--- config.mk ---
export PLATFORM = sky130hd
export DESIGN_NAME = array_seq_muldiv
export DESIGN_NICKNAME = d
export VERILOG_FILES = /design/src/rtl/array_seq_muldiv.sv
export SDC_FILE = /design/constraint.sdc
export NUM_CORES = 1
export LEC_CHECK = 0
export CELL_PAD_IN_SITES_DETAIL_PLACEMENT = 0
export CELL_PAD_IN_SITES_GLOBAL_PLACEMENT = 1
export CORE_UTILIZATION = 40
export DETAILED_ROUTE_END_ITERATION = 8
export GPL_ROUTABILITY_DRIVEN = 0
export GPL_TIMING_DRIVEN = 0
export PLACE_DENSITY = 0.75
export SYNTH_ARGS = -nofsm -noshare
export SYNTH_HDL_FRONTEND = slang
export SYNTH_SLANG_ARGS = --single-unit
--- constraint.sdc ---
create_clock -name clk -period 2.8 [get_ports clk]
set_input_delay 0.42 -clock clk [delete_from_list [all_inputs] [get_ports clk]]
set_output_delay 0.42 -clock clk [all_outputs]
set_load 0.005 [all_outputs]
--- src/rtl/array_seq_muldiv.sv ---
// array_seq_muldiv
// ----------------
// Sequential multiply/divide engine with valid/ready request and response
// ports. Multiply is shift-add, one multiplier bit per clock, LSB first.
// Divide is restoring shift-subtract, one quotient bit per clock, MSB first.
//
// Ports:
//   clk, rst_n         clock, asynchronous active-low reset
//   req_valid/ready    command handshake; req_ready is high only in IDLE
//   Z                  mode: 1 = divide, 0 = multiply
//   L [LW]             dividend / multiplicand
//   B [BW]             divisor / multiplier
//   rsp_valid/ready    response handshake
//   Mul_out [LW]       low LW bits of L*B (multiply mode, else 0)
//   Divider_out [LW]   L/B (divide mode, else 0; all ones on divide by zero)
//   remainder [BW]     L mod B (divide mode, else 0; L[BW-1:0] on divide by zero)
//   mul_ovf            product does not fit in LW bits
//   div_zero           divide request with B == 0
//   busy               engine not idle
module array_seq_muldiv #(
   parameter int LW = 8,
   parameter int BW = 4
) (
   input  logic          clk,
   input  logic          rst_n,
   input  logic          req_valid,
   output logic          req_ready,
   input  logic          Z,
   input  logic [LW-1:0] L,
   input  logic [BW-1:0] B,
   output logic          rsp_valid,
   input  logic          rsp_ready,
   output logic [LW-1:0] Mul_out,
   output logic [LW-1:0] Divider_out,
   output logic [BW-1:0] remainder,
   output logic          mul_ovf,
   output logic          div_zero,
   output logic          busy
);

   localparam int CW = $clog2(LW) + 1;
   localparam int AW = LW + BW;

   typedef enum logic [1:0] {IDLE, MUL, DIV, DONE} state_t;

   state_t        state_q;
   logic [BW-1:0] b_q;
   logic [BW-1:0] mplr_q;      // multiplier, shifted right each step
   logic [AW-1:0] mcand_q;     // multiplicand, shifted left each step
   logic [AW-1:0] acc_q;
   logic [LW-1:0] divd_q;      // dividend, shifted left to expose next bit
   logic [LW-1:0] quo_q;
   logic [BW:0]   prem_q;      // partial remainder, one bit wider than B
   logic [CW-1:0] cnt_q;

   logic [LW-1:0] mul_out_q;
   logic [LW-1:0] div_out_q;
   logic [BW-1:0] rem_out_q;
   logic          mul_ovf_q;
   logic          div_zero_q;
   logic          rsp_valid_q;

   // Next-step datapath values for the current iteration
   logic [AW-1:0] acc_d;
   logic [BW:0]   prem_shift;
   logic          quo_bit;
   logic [BW:0]   prem_d;
   logic [LW-1:0] quo_d;

   always_comb begin
      acc_d      = acc_q + (mplr_q[0] ? mcand_q : '0);
      prem_shift = {prem_q[BW-1:0], divd_q[LW-1]};
      quo_bit    = (prem_shift >= {1'b0, b_q});
      prem_d     = quo_bit ? (prem_shift - {1'b0, b_q}) : prem_shift;
      quo_d      = {quo_q[LW-2:0], quo_bit};
   end

   always_ff @(posedge clk or negedge rst_n) begin
      if (!rst_n) begin
         state_q     <= IDLE;
         b_q         <= '0;
         mplr_q      <= '0;
         mcand_q     <= '0;
         acc_q       <= '0;
         divd_q      <= '0;
         quo_q       <= '0;
         prem_q      <= '0;
         cnt_q       <= '0;
         mul_out_q   <= '0;
         div_out_q   <= '0;
         rem_out_q   <= '0;
         mul_ovf_q   <= 1'b0;
         div_zero_q  <= 1'b0;
         rsp_valid_q <= 1'b0;
      end else begin
         case (state_q)
            IDLE: begin
               if (req_valid) begin
                  b_q        <= B;
                  mplr_q     <= B;
                  mcand_q    <= {{BW{1'b0}}, L};
                  divd_q     <= L;
                  acc_q      <= '0;
                  quo_q      <= '0;
                  prem_q     <= '0;
                  cnt_q      <= '0;
                  mul_out_q  <= '0;
                  div_out_q  <= '0;
                  rem_out_q  <= '0;
                  mul_ovf_q  <= 1'b0;
                  div_zero_q <= 1'b0;
                  // Divide by zero also passes through DIV for one cycle so
                  // the response appears one edge after the accept.
                  state_q    <= Z ? DIV : MUL;
               end
            end
            MUL: begin
               acc_q   <= acc_d;
               mplr_q  <= mplr_q >> 1;
               mcand_q <= mcand_q << 1;
               cnt_q   <= cnt_q + 1'b1;
               if (cnt_q == CW'(BW - 1)) begin
                  mul_out_q   <= acc_d[LW-1:0];
                  mul_ovf_q   <= |acc_d[AW-1:LW];
                  rsp_valid_q <= 1'b1;
                  state_q     <= DONE;
               end
            end
            DIV: begin
               if (b_q == '0) begin
                  div_out_q   <= '1;
                  rem_out_q   <= divd_q[BW-1:0];   // divd_q still holds L here
                  div_zero_q  <= 1'b1;
                  rsp_valid_q <= 1'b1;
                  state_q     <= DONE;
               end else begin
                  prem_q <= prem_d;
                  quo_q  <= quo_d;
                  divd_q <= divd_q << 1;
                  cnt_q  <= cnt_q + 1'b1;
                  if (cnt_q == CW'(LW - 1)) begin
                     div_out_q   <= quo_d;
                     rem_out_q   <= prem_d[BW-1:0];
                     rsp_valid_q <= 1'b1;
                     state_q     <= DONE;
                  end
               end
            end
            DONE: begin
               if (rsp_ready) begin
                  rsp_valid_q <= 1'b0;
                  state_q     <= IDLE;
               end
            end
            default: state_q <= IDLE;
         endcase
      end
   end

   assign req_ready   = (state_q == IDLE);
   assign busy        = (state_q != IDLE);
   assign rsp_valid   = rsp_valid_q;
   assign Mul_out     = mul_out_q;
   assign Divider_out = div_out_q;
   assign remainder   = rem_out_q;
   assign mul_ovf     = mul_ovf_q;
   assign div_zero    = div_zero_q;

endmodule
### Yosys cells after proc, flatten, opt, wreduce, memory -nomap -nowiden

Index checks and enable logic that the tools add are counted.
W data, S select, Z words.

* bits in registers: 80
* input port bits: 17
* output and inout port bits: 25
* logic and storage cells: 92

* $add $sub $neg: 3
* $lt $le $gt $ge: 1
* eq/ne operators: 11
* multiplexer cells: 45
* reductions and logical operators: 17

Operators with widths (number)
* $mux W8: 6
* $pmux W12 S2: 2
* $pmux W8 S2: 3
* $mux W12: 3
* $mux W4: 8
* $pmux W4 S2: 3
* $reduce_and A3 Y1: 5
* $pmux W7 S2: 1
* $add A12 B12 Y12: 1
* $mux W2: 6
* $pmux W4 S3: 1
* $ne A2 B2 Y1 const B: 5
* $pmux W2 S4: 1
* $reduce_and A4 Y1: 2
* $mux W1: 7
* $mux W7: 1
* $reduce_bool A2 Y1: 3
* $reduce_bool A3 Y1: 2
* $ge A5 B4 Y1: 1
* $add A4 B1 Y4 const B: 1
* $eq A2 B2 Y1 const B: 2
* $eq A4 B2 Y1 const B: 1
* $eq A4 B3 Y1 const B: 1
* $logic_not A4 Y1: 1
* 8 further kinds: 10

### Depth between registers and ports, before layout

Gate-level depths: netlist of the first run.

* word-level depth: 5
* gate-level depth with buffers: 10
* mapped depth without buffers: 9

### Worst setup path before layout of the first run

Ideal clock, no wire load.

* path type: register to register
* start point: register mplr_q[0]
* end point: register acc_q[8]
* library setup time: 0.077 ns
* data arrival time: 2.452 ns
* data required time: 2.723 ns
* path slack: 0.271 ns
* stages on the path, launching flop included: 11
* buffers on the path: 1
* clock period less this slack: 2.529 ns
* path through: dfrtp_1 clkbuf_1 and2_1 ha_1 fa_1 a21o_1 a21oi_1 o21ai_0 o311ai_1 mux2i_1 o21ai_1

* word-level cells in the longest chain between the ends: 3

Ends and longest elaborated chain
* start: declaration: line 48 `logic [BW-1:0] mplr_q;`
* start signal: assignment: line 119 `mplr_q <= mplr_q >> 1;`
* $mux W12: line 71 `acc_d = acc_q + (mplr_q[0] ? mcand_q : '0);`
* $add A12 B12 Y12: line 71
* $pmux W12 S2: line 96 `case (state_q)`
* end signal: assignment: line 84 `acc_q <= '0;`
* end signal: assignment: line 103 `acc_q <= '0;`
* end signal: assignment: line 118 `acc_q <= acc_d;`
* end: declaration: line 50 `logic [AW-1:0] acc_q;`

No other way between the ends.
A chain may end at the register's enable or synchronous reset.

### Final worst setup path of the first run

* start point: register mplr_q[0]
* end point: register acc_q[11]

The elaborated chain is that of the path after synthesis.

==> results of run 1 <==
-- cell families (layout without fill, tap and decap cells) --
logic type                 Yosys count  after routing  share of synthesized area, %
adders and majority gates           24             24                          6.81
DFF                                 80             80                          43.3
AOI/OAI and AO/OA                  148            148                          20.1
muxes                               36             36                          7.95
buffers and inverters               51            106                          4.35
and+or+nand+nor                    157            157                          16.4
xor gates and xnor gates             6              6                          1.14
-- area by class of cell --
type	count	area, um2
Buffer	29	119
Clock buffer	10	229
Clock inverter	6	90.1
Fill cell	1044	5510
Inverter	18	67.6
Multi-Input combinational cell	371	2440
Sequential cell	80	2000
Tap cell	140	175
Timing Repair Buffer	43	445
-- where the power goes --
group | switching (W) | internal [W]
combinational | 0.00204 | 0.00143
clock | 0.000503 | 0.000786
sequential | 0.000363 | 0.00160
total | 0.00290 | 0.00382
-- state kept, by name, summed over array words and instances, names as in the netlist --
signal,flops
b_q,4
div_zero,1
remainder,4
state_q,2
mcand_q,12
mul_ovf,1
Divider_out,8
prem_q,4
mplr_q,4
acc_q,12
quo_q,7
cnt_q,4
rsp_valid,1
Mul_out,8
divd_q,8
-- cells in the final DEF, fill, tap and decap left out, types with 7 or more instances in the layout --
| master | instances |
|---|---|
| sky130_fd_sc_hd__a21oi_1 | 13 |
| sky130_fd_sc_hd__o21ai_1 | 12 |
| sky130_fd_sc_hd__dfrtp_1 | 79 |
| sky130_fd_sc_hd__nand3_1 | 7 |
| sky130_fd_sc_hd__nor2_1 | 12 |
| sky130_fd_sc_hd__o21ai_0 | 63 |
| sky130_fd_sc_hd__mux2i_1 | 30 |
| sky130_fd_sc_hd__o31ai_1 | 7 |
| sky130_fd_sc_hd__clkdlybuf4s50_1 | 40 |
| sky130_fd_sc_hd__a22oi_1 | 7 |
| sky130_fd_sc_hd__clkbuf_16 | 9 |
| sky130_fd_sc_hd__ha_1 | 22 |
| sky130_fd_sc_hd__clkbuf_1 | 23 |
| sky130_fd_sc_hd__inv_1 | 18 |
| sky130_fd_sc_hd__and2_1 | 20 |
| sky130_fd_sc_hd__a21o_1 | 7 |
| sky130_fd_sc_hd__nor3_1 | 8 |
| sky130_fd_sc_hd__nand2_1 | 78 |
-- routing by layer --
metal  track usage [%]  vias to the layer above
li1                  -                     1891
met1              29.3                     1879
met2              31.7                       61
met3              3.85                       14
met4              8.19                        0
met5                 0                        -
-- per-stage QoR --
step | power, W | instance area, um2 | instances
6_report | 0.00672 | 5570 | 697
3_3_place_gp | 0.00536 | 5210 | 683
4_1_cts | 0.00676 | 5580 | 700
3_5_place_dp | 0.00545 | 5240 | 684
2_1_floorplan | 0.00435 | 4630 | 502
5_1_grt | 0.00730 | 5570 | 697
-- path summary, 6_finish.rpt --
path / from / to / slack, ps / cells past startpoint
max: mplr_q[0]$_DFFE_PN0P_ / acc_q[11]$_DFFE_PN0P_ / 150 / 9
min: Mul_out[5]$_DFFE_PN0P_ / Mul_out[5]$_DFFE_PN0P_ / 480 / 2
max reg2reg: mplr_q[0]$_DFFE_PN0P_ / acc_q[11]$_DFFE_PN0P_ / 150 / 9
min reg2reg: Mul_out[5]$_DFFE_PN0P_ / Mul_out[5]$_DFFE_PN0P_ / 480 / 2
max in group asynchronous: rst_n / mplr_q[0]$_DFFE_PN0P_ / 1670 / 3
min in group asynchronous: rst_n / Divider_out[5]$_DFFE_PN0P_ / 520 / 2
-- worst reg2reg max path, stage by stage, from the launching register on --
cell,delay (ps)
sky130_fd_sc_hd__dfrtp_2,490
sky130_fd_sc_hd__and2_1,190
sky130_fd_sc_hd__ha_1,260
sky130_fd_sc_hd__clkbuf_1,230
sky130_fd_sc_hd__a21o_1,240
sky130_fd_sc_hd__a21o_1,170
sky130_fd_sc_hd__a2111oi_0,450
sky130_fd_sc_hd__a21oi_1,190
sky130_fd_sc_hd__a32oi_1,210
sky130_fd_sc_hd__o31ai_1,90
-- repair_timing --
action | in CTS | in global routing
gates resized for setup | 2 | 3
endpoints found under the setup margin | 3 | 33
pin swaps | 1 | 1
hold buffers | 1 | 0
endpoints found under the hold margin | 23 | 0
==> impl_summary.txt, run 1 <==
----------------------------------------------------
[Clock tree]
  TritonCTS buffer count ... 9
  Post-CTS setup repair buffer count ... 0
  Clock-pin slew of the registers on the worst-case setup and hold paths ... ~60 ps
  Number of H-tree levels ... 3
  Clock insertion delay at the later pin of the skew report ... 350 ps
  Root Buffer ... sky130_fd_sc_hd__clkbuf_16
  Total number of clock tree sinks ... 80
  Maximum buffer depth of the clock tree ... 2
  Clock tree from TritonCTS ... built

[STA]
  Worst Hold Slack ... about 480 ps
  Least-Margin Pin Slew ... 735 ps
  # setup viols final ... 0
  Final Hold Violating Endpoints ... 0
  Setup tns final ... 0 ps
  Minimum clock period after layout ... 2650 ps
  Normalized max-slew margin ... 51.0%
  Max-slew violations ... 0
  Setup repair after global routing missed its margin ... false
  Maximum frequency from static timing analysis ... around 380 MHz
  Period utilization ... between 90% and 100%
  Worst clock skew on the final layout ... approximately 8 ps
  Final Worst Setup Slack ... between 150 and 200 ps

[Synth]
  Post-synth top cells ... sky130_fd_sc_hd__dfrtp_1 (80), sky130_fd_sc_hd__nand2_1 (78), sky130_fd_sc_hd__o21ai_0 (64), sky130_fd_sc_hd__mux2i_1 (30), sky130_fd_sc_hd__clkbuf_1 (26)
  Share of synthesized registers carrying an async set or reset ... between 90% and 100%
  Post-synthesis net count ... around 540
  Post-synth EDFFs ... 0
  Sequential area share after synthesis ... 43.3%
  Prevailing post-synth register cell ... sky130_fd_sc_hd__dfrtp_1
  Mapped Area ... between 4000 and 5000 um2
  Total of flip-flops plus latches after synthesis ... 80
  Top area cells in the synthesized netlist ... sky130_fd_sc_hd__dfrtp_1 (43%), sky130_fd_sc_hd__o21ai_0 (6.9%), sky130_fd_sc_hd__mux2i_1 (6.5%)
  Library cell occupying the most area in the post-synthesis netlist ... sky130_fd_sc_hd__dfrtp_1
  Count of cell types in the netlist ... slightly below 60
  Post-synth top area share ... about 43%
  Gate count after technology mapping ... roughly 500
  Most common cell in the synthesized netlist ... sky130_fd_sc_hd__dfrtp_1
  Count of yosys warnings during synthesis ... 0
  Average footprint of a synthesized cell ... about 9.2 um2

[GRT]
  Overflow left after global routing ... 0
  Vias in the first global route ... 3,642
  Maximum number of pins on one net before global-route repair ... 58
  Total Routing Usage GR ... roughly a fifth
  Antenna violations before repair ... 0
  Global-route wire length before repair ... ~19,000 um

[Power]
  Worst IR drop on VDD ... around 0.54 mV
  Static leakage ... ~2.5 nW
  Pwr Density ... between 1000 and 1500 nW/um2

[Layout]
  Final core occ ... between 50 and 60%
  Ant. Diodes ... 0
  Fraction of layout instances using a drive strength above 1 ... 6.82%
  Net total in the final layout ... 593
  Area growth syn-to-layout ... 20.3%

[Route]
  Detailed-route vias per instance ... roughly 5.5
  Post-detailed-route wirelength per cell ... between 15 and 20 um
  Drt drc ... 0
  Routed Antenna Nets ... 0
  Wirelength, routed ... 11,400 um
  Met3 Routed Length ... between 300 and 400 um
  Total via count after detailed routing ... between 3,000 and 4,000
  Met2 Routed Length ... approximately 5100 um
  Router iterations before antenna repair ... 4
  Total routed wire length on the met1 layer ... about 5800 um
  1st-iter DRT viols ... 179
  Highest metal layer used by the detailed router ... met4

[Worst setup path]
  Kind of cell adding the most delay to the critical path ... compound AO/OA/AOI/OAI gates
  Endpoint arrival time on the critical path ... around 2900 ps
  Cell Chain, Critical Path ... and2_1 -> ha_1 -> clkbuf_1 -> a21o_1 -> a21o_1 -> a2111oi_0 -> a21oi_1 -> a32oi_1 -> o31ai_1
  Critical path buffers and inverters ... 1
  Maximum cell stage delay along the critical path ... 490 ps
  Category of the worst setup path capture point ... register
  Worst endpoint required time ... approximately 3000 ps
  Most repeated library cell on the critical path ... sky130_fd_sc_hd__a21o_1
  Category of the most critical setup path ... register to register
  Crit Path Max Fanout ... 14
  Slowest-stage cell, CP ... sky130_fd_sc_hd__dfrtp_2
  Element type at the critical path start ... register

[Floorplan]
  Initial cell density of the core ... about two fifths
  Top-Level Pins ... 42
  Die boundary height ... ~110 um
  Area inside the core boundary ... ~11,000 um2
  Floorplan die area ... around 12,000 um2
  Die W ... 110 um
  Cell Rows ... 38

[Run status]
  Run status ... finished, final reports clean

[Hold path]
  Worst min-delay path class ... register to register

[Placed design]
  I/O Buffers ... roughly 40
  Half-perimeter wire length after detailed placement ... between 8000 and 9000 um
  Setup WS pre-CTS ... -244 ps

[Run]
  Number of maximum-capacitance constraint violations ... 0

----------------------------------------------------
Note: power is estimated with default switching activity, not from simulation.
==> inputs of run 2 (changes only) <==
Settings changed: CORE_UTILIZATION 40 to 45, MAX_ROUTING_LAYER set to met4, PLACE_DENSITY 0.75 to 0.83.
==> run 2 against run 1 <==
Against the previous run: the flow now finishes with violations (negative hold slack); critical endpoint is now acc_q[8]$_DFFE_PN0P_; clock skew is 5.3 ps higher; critical path depth stayed put; global-route usage is 2.1 points higher; highest routed layer unchanged; sequential cell count stayed put; total power is 6.1% lower; sequential share of layout area is 0.87 points higher; setup slack worse by 33 ps.
==> impl_summary.txt, run 2 (synthesis gave the netlist of run 1 again) <==
----------------------------------------------------
[STA]
  Maximum frequency from static timing analysis ... 373 MHz (was 378 MHz)
  Final Worst Setup Slack ... 120 ps (was 153 ps)
  Minimum clock period after layout ... 2680 ps (was 2650 ps)
  Normalized max-slew margin ... 49.2% (was 51.0%)
  Setup repair after global routing missed its margin ... false (unchanged)
  # setup viols final ... 0 (unchanged)
  Worst clock skew on the final layout ... 13.3 ps (was 7.99 ps)
  Period utilization ... 95.7% (was 94.5%)
  Final Hold Violating Endpoints ... 4 (was 0)
  Max-slew violations ... 0 (unchanged)
  Least-Margin Pin Slew ... 761 ps (was 735 ps)
  Worst Hold Slack ... -6.97 ps (was 479 ps)

[GRT]
  Antenna violations before repair ... 0 (unchanged)
  Global-route wire length before repair ... 18,200 um (was 18,600 um)
  Maximum number of pins on one net before global-route repair ... 51 (was 58)
  Vias in the first global route ... 3,704 (was 3,642)
  Overflow left after global routing ... 0 (unchanged)
  Total Routing Usage GR ... 22.9% (was 20.8%)

[Power]
  Worst IR drop on VDD ... 0.650 mV (was 0.541 mV)
  Static leakage ... 2.40 nW (was 2.46 nW)
  Sum of internal, switching and leakage power ... 0.00631 W (was 0.00672 W)
  Pwr Density ... 1160 nW/um2 (was 1210 nW/um2)

[Route]
  1st-iter DRT viols ... 219 (was 179)
  Router iterations before antenna repair ... 5 (was 4)
  Detailed-route vias per instance ... 5.59 (was 5.52)
  Wirelength, routed ... 11,100 um (was 11,400 um)
  Total via count after detailed routing ... 3,853 (was 3,845)
  Drt drc ... 0 (unchanged)
  Post-detailed-route wirelength per cell ... 16.0 um (was 16.4 um)
  Routed Antenna Nets ... 0 (unchanged)

[Floorplan]
  Die W ... 103 um (was 110 um)
  Die boundary height ... 103 um (was 110 um)
  Top-Level Pins ... 42 (unchanged)
  Initial cell density of the core ... 46.9% (was 41.8%)
  Floorplan die area ... 10,700 um2 (was 12,000 um2)
  Cell Rows ... 36 (was 38)
  Area inside the core boundary ... 9860 um2 (was 11,100 um2)

[Worst setup path]
  Origin of the worst setup path ... mplr_q[0]$_DFFE_PN0P_ (unchanged)
  Cell Chain, Critical Path ... and2_1 -> ha_1 -> fa_1 -> a21o_1 -> a21oi_2 -> o21ai_0 -> o311ai_2 -> mux2i_1 -> o21ai_1 (was and2_1 -> ha_1 -> clkbuf_1 -> a21o_1 -> a21o_1 -> a2111oi_0 -> a21oi_1 -> a32oi_1 -> o31ai_1)
  Category of the worst setup path capture point ... register (unchanged)
  Crit Path Max Fanout ... 14 (unchanged)
  Category of the most critical setup path ... register to register (unchanged)
  Worst endpoint required time ... 3090 ps (was 3010 ps)
  Slowest-stage cell, CP ... sky130_fd_sc_hd__dfrtp_2 (unchanged)
  Maximum cell stage delay along the critical path ... 500 ps (was 490 ps)
  Endpoint arrival time on the critical path ... 2970 ps (was 2860 ps)
  Startpoint of the most critical register-to-register path ... mplr_q[0]$_DFFE_PN0P_ (unchanged)
  Element type at the critical path start ... register (unchanged)

[Clock tree]
  Clock insertion delay at the later pin of the skew report ... 360 ps (was 350 ps)
  Total number of clock tree sinks ... 80 (unchanged)
  Number of H-tree levels ... 3 (unchanged)
  Root Buffer ... sky130_fd_sc_hd__clkbuf_8 (was sky130_fd_sc_hd__clkbuf_16)
  Clock-pin slew of the registers on the worst-case setup and hold paths ... 90 ps (was 60 ps)
  Maximum buffer depth of the clock tree ... 2 (unchanged)
  TritonCTS buffer count ... 9 (unchanged)
  Post-CTS setup repair buffer count ... 0 (unchanged)
  Clock tree from TritonCTS ... built (unchanged)

[Layout]
  Area growth syn-to-layout ... 17.5% (was 20.3%)
  Fraction of layout instances using a drive strength above 1 ... 7.19% (was 6.82%)
  Commonest cells after routing, fill and taps aside ... sky130_fd_sc_hd__dfrtp_1 (79), sky130_fd_sc_hd__nand2_1 (78), sky130_fd_sc_hd__o21ai_0 (64) (was sky130_fd_sc_hd__dfrtp_1 (79), sky130_fd_sc_hd__nand2_1 (78), sky130_fd_sc_hd__o21ai_0 (63))
  Registers with the most flip-flops ... acc_q: 12 flops, mcand_q: 12 flops (unchanged)
  Leading cell type in the layout, fill and taps excluded ... sky130_fd_sc_hd__dfrtp_1 (unchanged)
  Post-Layout Cell Count ... 689 (was 697)
  Final core occ ... 55.1% (was 50.3%)
  Net total in the final layout ... 592 (was 593)
  Ant. Diodes ... 0 (unchanged)
  Final design area excluding fillers ... 5440 um2 (was 5570 um2)

[Run status]
  Run status ... complete, but fails checks (was finished, final reports clean)
  Violations in the final reports ... negative hold slack

[Run]
  Number of maximum-capacitance constraint violations ... 0 (unchanged)

[Placed design]
  Setup WS pre-CTS ... -238 ps (was -244 ps)
  Number of cells after detailed placement ... 677 (was 684)
  Instance area after placement ... 5230 um2 (was 5240 um2)
  I/O Buffers ... 41 (unchanged)
  Half-perimeter wire length after detailed placement ... 8350 um (was 8480 um)

[Hold path]
  Worst min-delay path class ... input port to async pin (was register to register)

----------------------------------------------------
==> run 2: cell types whose count changed in the layout (fill, tap and decap cells not counted), moves of 2 or more <==
| cell | delta |
|---|---|
| sky130_fd_sc_hd__clkbuf_1 | -2 |
| sky130_fd_sc_hd__clkbuf_16 | -9 |
| sky130_fd_sc_hd__clkbuf_8 | +9 |
| sky130_fd_sc_hd__clkinv_4 | +2 |
==> run 2: path summary, 6_finish.rpt <==
path	to	slack, ps	depth (start not counted)
max	acc_q[8]$_DFFE_PN0P_	120	9
min	acc_q[10]$_DFFE_PN0P_	-7	1
max reg2reg	acc_q[8]$_DFFE_PN0P_	120	9
min reg2reg	quo_q[6]$_DFFE_PN0P_	480	2
max in group asynchronous	remainder[0]$_DFFE_PN0P_	2210	2
min in group clk	quo_q[6]$_DFFE_PN0P_	480	2
==> run 2: report_power, final <==
part / internal, W / total [W] / switching [W]
registers: 0.00160 / 0.00195 / 0.000358
clock network: 0.000421 / 0.000889 / 0.000468
logic: 0.00144 / 0.00347 / 0.00203
==> run 2: metal layers <==
metal | GRT usage (%) | vias up | part of all wire [%]
met5 | - | - | 0
met3 | 3.97 | 16 | 3.3
met2 | 34.5 | 73 | 47
li1 | - | 1886 | -
met1 | 31.5 | 1878 | 48
met4 | 7.26 | 0 | 1.5
==> run 2: area by class of cell <==
class	count	area (um2)
Buffer	29	120
Timing Repair Buffer	42	435
Sequential cell	80	2000
Inverter	18	67.6
Fill cell	918	4430
Multi-Input combinational cell	371	2440
Tap cell	133	166
Clock inverter	7	80.1
Clock buffer	9	124
==> run 2: through the flow <==
step	hold slack (ps)	TNS (ps)
3_5_place_dp	405	-529
3_3_place_gp	461	-134400
4_1_cts	10.7	0
2_1_floorplan	124	0
5_1_grt	17.7	0
6_report	-6.97	0
==> run 2: what timing repair did <==
item | CTS | global route
endpoints found under the setup margin | 3 | 37
endpoints found under the hold margin | 0 | 0
hold buffers | 0 | 0
pin swaps | 1 | 1
gates resized for setup | 1 | 6
==> run 2: worst max-delay path: cells and delay by family (launching register included) <==
family,cells,cell delay (ps)
compound gates,5,1150
fa+ha+maj,2,620
flops,1,500
mux,1,130
simple gates,1,190
==> inputs of run 3 (changes only) <==
Settings changed: CORE_UTILIZATION 45 to 47, PLACE_DENSITY 0.83 to 0.86.
Clock period 2.8 ns to 3.4 ns, I/O delays scaled along.
==> run 3 against run 2 <==
Against the previous run: the run now ends clean; setup slack gained 200 ps; cell count stayed put; clock skew shrank 2.3 ps; first-iteration DRC count up 5.0%; via count fell by 0.73%; total power fell by 16%; critical path depth increased by 1.
==> impl_summary.txt, run 3 (synthesis gave the netlist of run 1 again) <==
----------------------------------------------------
[Route]
  Post-detailed-route wirelength per cell ... 15.9 um (was 16.0 um)
  Total via count after detailed routing ... 3,825 (was 3,853)
  Router iterations before antenna repair ... 4 (was 5)
  Drt drc ... 0 (unchanged)
  Wirelength, routed ... 11,000 um (was 11,100 um)
  Detailed-route vias per instance ... 5.55 (was 5.59)
  1st-iter DRT viols ... 230 (was 219)
  Routed Antenna Nets ... 0 (unchanged)

[Worst setup path]
  Worst endpoint required time ... 3680 ps (was 3090 ps)
  Endpoint arrival time on the critical path ... 3360 ps (was 2970 ps)
  Element type at the critical path start ... register (unchanged)
  Crit Path Max Fanout ... 10 (was 14)
  Category of the most critical setup path ... register to register (unchanged)
  Category of the worst setup path capture point ... register (unchanged)
  Startpoint of the most critical register-to-register path ... mplr_q[0]$_DFFE_PN0P_ (unchanged)
  Origin of the worst setup path ... mplr_q[0]$_DFFE_PN0P_ (unchanged)

[Layout]
  Register area ... 2000 um2 (about the same)
  Area growth syn-to-layout ... 17.9% (was 17.5%)
  Final design area excluding fillers ... 5460 um2 (was 5440 um2)
  Registers with the most flip-flops ... acc_q: 12 flops, mcand_q: 12 flops (unchanged)
  Leading cell type in the layout, fill and taps excluded ... sky130_fd_sc_hd__dfrtp_1 (unchanged)
  Number of inserted filler cells in the final layout ... 897 (was 918)
  Ant. Diodes ... 0 (unchanged)
  Commonest cells after routing, fill and taps aside ... sky130_fd_sc_hd__dfrtp_1 (80), sky130_fd_sc_hd__nand2_1 (78), sky130_fd_sc_hd__o21ai_0 (64) (was sky130_fd_sc_hd__dfrtp_1 (79), sky130_fd_sc_hd__nand2_1 (78), sky130_fd_sc_hd__o21ai_0 (64))
  Fraction of layout instances using a drive strength above 1 ... 6.25% (was 7.19%)
  Final core occ ... 58.2% (was 55.1%)
  Net total in the final layout ... 596 (was 592)
  Multi-input gate area ... 2420 um2 (was 2440 um2)

[Clock tree]
  Root Buffer ... sky130_fd_sc_hd__clkbuf_8 (unchanged)
  Number of gates resized after CTS ... 0 (was 1)
  Number of H-tree levels ... 3 (unchanged)
  Maximum buffer depth of the clock tree ... 2 (unchanged)
  Clock tree from TritonCTS ... built (unchanged)
  Clock insertion delay at the later pin of the skew report ... 360 ps (about the same)
  Total number of clock tree sinks ... 80 (unchanged)
  Clock-pin slew of the registers on the worst-case setup and hold paths ... 90 ps (about the same)
  Post-CTS setup repair buffer count ... 0 (unchanged)
  TritonCTS buffer count ... 9 (unchanged)
  Post-CTS Hold Fix Bufs ... 0 (unchanged)

[STA]
  Setup repair after global routing missed its margin ... false (unchanged)
  Worst clock skew on the final layout ... 11.0 ps (was 13.3 ps)
  Period utilization ... 90.7% (was 95.7%)
  # setup viols final ... 0 (unchanged)
  Maximum frequency from static timing analysis ... 324 MHz (was 373 MHz)
  Max-slew violations ... 0 (unchanged)
  Minimum clock period after layout ... 3080 ps (was 2680 ps)
  Final Hold Violating Endpoints ... 0 (was 4)
  Normalized max-slew margin ... 47.2% (was 49.2%)
  Least-Margin Pin Slew ... 792 ps (was 761 ps)

[Floorplan]
  Die W ... 101 um (was 103 um)
  Die boundary height ... 101 um (was 103 um)
  Cell Rows ... 35 (was 36)
  Initial cell density of the core ... 49.4% (was 46.9%)
  Floorplan die area ... 10,200 um2 (was 10,700 um2)
  Top-Level Pins ... 42 (unchanged)
  Area inside the core boundary ... 9370 um2 (was 9860 um2)

[Power]
  Worst IR drop on VDD ... 0.489 mV (was 0.650 mV)
  Pwr Density ... 971 nW/um2 (was 1160 nW/um2)
  Static leakage ... 2.43 nW (was 2.40 nW)

[Placed design]
  I/O Buffers ... 41 (unchanged)
  Half-perimeter wire length after detailed placement ... 8220 um (was 8350 um)
  Instance area after placement ... 5230 um2 (about the same)

[GRT]
  Overflow left after global routing ... 0 (unchanged)
  Total Routing Usage GR ... 24.2% (was 22.9%)
  Antenna violations before repair ... 0 (unchanged)
  Maximum number of pins on one net before global-route repair ... 66 (was 51)
  Vias in the first global route ... 3,753 (was 3,704)
  Global-route wire length before repair ... 18,600 um (was 18,200 um)

[Run status]
  Run status ... finished, final reports clean (was complete, but fails checks)

[Run]
  Number of maximum-capacitance constraint violations ... 0 (unchanged)

[Hold path]
  Worst min-delay path class ... input port to async pin (unchanged)

----------------------------------------------------
-- run 3: path summary, 6_finish.rpt --
kind / end / slack, ps / cells past startpoint
max: acc_q[8]$_DFFE_PN0P_ / 320 / 10
min: Mul_out[7]$_DFFE_PN0P_ / 20 / 1
max reg2reg: acc_q[8]$_DFFE_PN0P_ / 320 / 10
min reg2reg: Mul_out[4]$_DFFE_PN0P_ / 480 / 2
max in group asynchronous: b_q[2]$_DFFE_PN0P_ / 2810 / 2
min in group clk: Mul_out[4]$_DFFE_PN0P_ / 480 / 2
-- run 3: report_power, final --
part / switching [W] / leakage (nW) / internal, W
registers: 0.000280 / 1.04 / 0.00131
logic: 0.00170 / 1.27 / 0.00118
clock network: 0.000396 / 0.118 / 0.000431
-- run 3: final cells by class --
| class | instances | share of cell area (%) |
|---|---|---|
| Clock inverter | 7 | 1.99 |
| Inverter | 18 | 1.24 |
| Multi-Input combinational cell | 371 | 44.4 |
| Timing Repair Buffer | 42 | 7.98 |
| Clock buffer | 9 | 2.27 |
| Buffer | 33 | 2.45 |
| Tap cell | 129 | 2.96 |
| Sequential cell | 80 | 36.7 |
-- run 3: per-layer routing --
| layer | track usage [%] | up-vias | wire [um] |
|---|---|---|---|
| met5 | - | - | 0 |
| li1 | - | 1899 | - |
| met1 | 34.2 | 1860 | 5530 |
| met2 | 37.0 | 59 | 5070 |
| met3 | 3.11 | 7 | 290 |
| met4 | 5.69 | 0 | 88 |
-- run 3: metrics by stage --
stage               setup slack [ps]  hold slack, ps  instances  setup TNS, ps  total power [W]
global placement               -1120             460        672         -89050          0.00439
CTS                              314            15.9        689              0          0.00533
global route                    32.0            13.3        689              0          0.00580
floorplan                        871             214        502              0          0.00358
detailed placement               343             402        673              0          0.00449
finish                           317            18.7        689              0          0.00530
-- run 3: critical path, stage by stage, from the launching register on --
cell	delay [ps]
sky130_fd_sc_hd__dfrtp_1	430
sky130_fd_sc_hd__clkbuf_1	240
sky130_fd_sc_hd__and2_1	220
sky130_fd_sc_hd__ha_1	200
sky130_fd_sc_hd__fa_1	420
sky130_fd_sc_hd__a21o_1	190
sky130_fd_sc_hd__a21oi_1	280
sky130_fd_sc_hd__o21ai_0	210
sky130_fd_sc_hd__o311ai_1	510
sky130_fd_sc_hd__mux2i_1	150
sky130_fd_sc_hd__o21ai_1	150
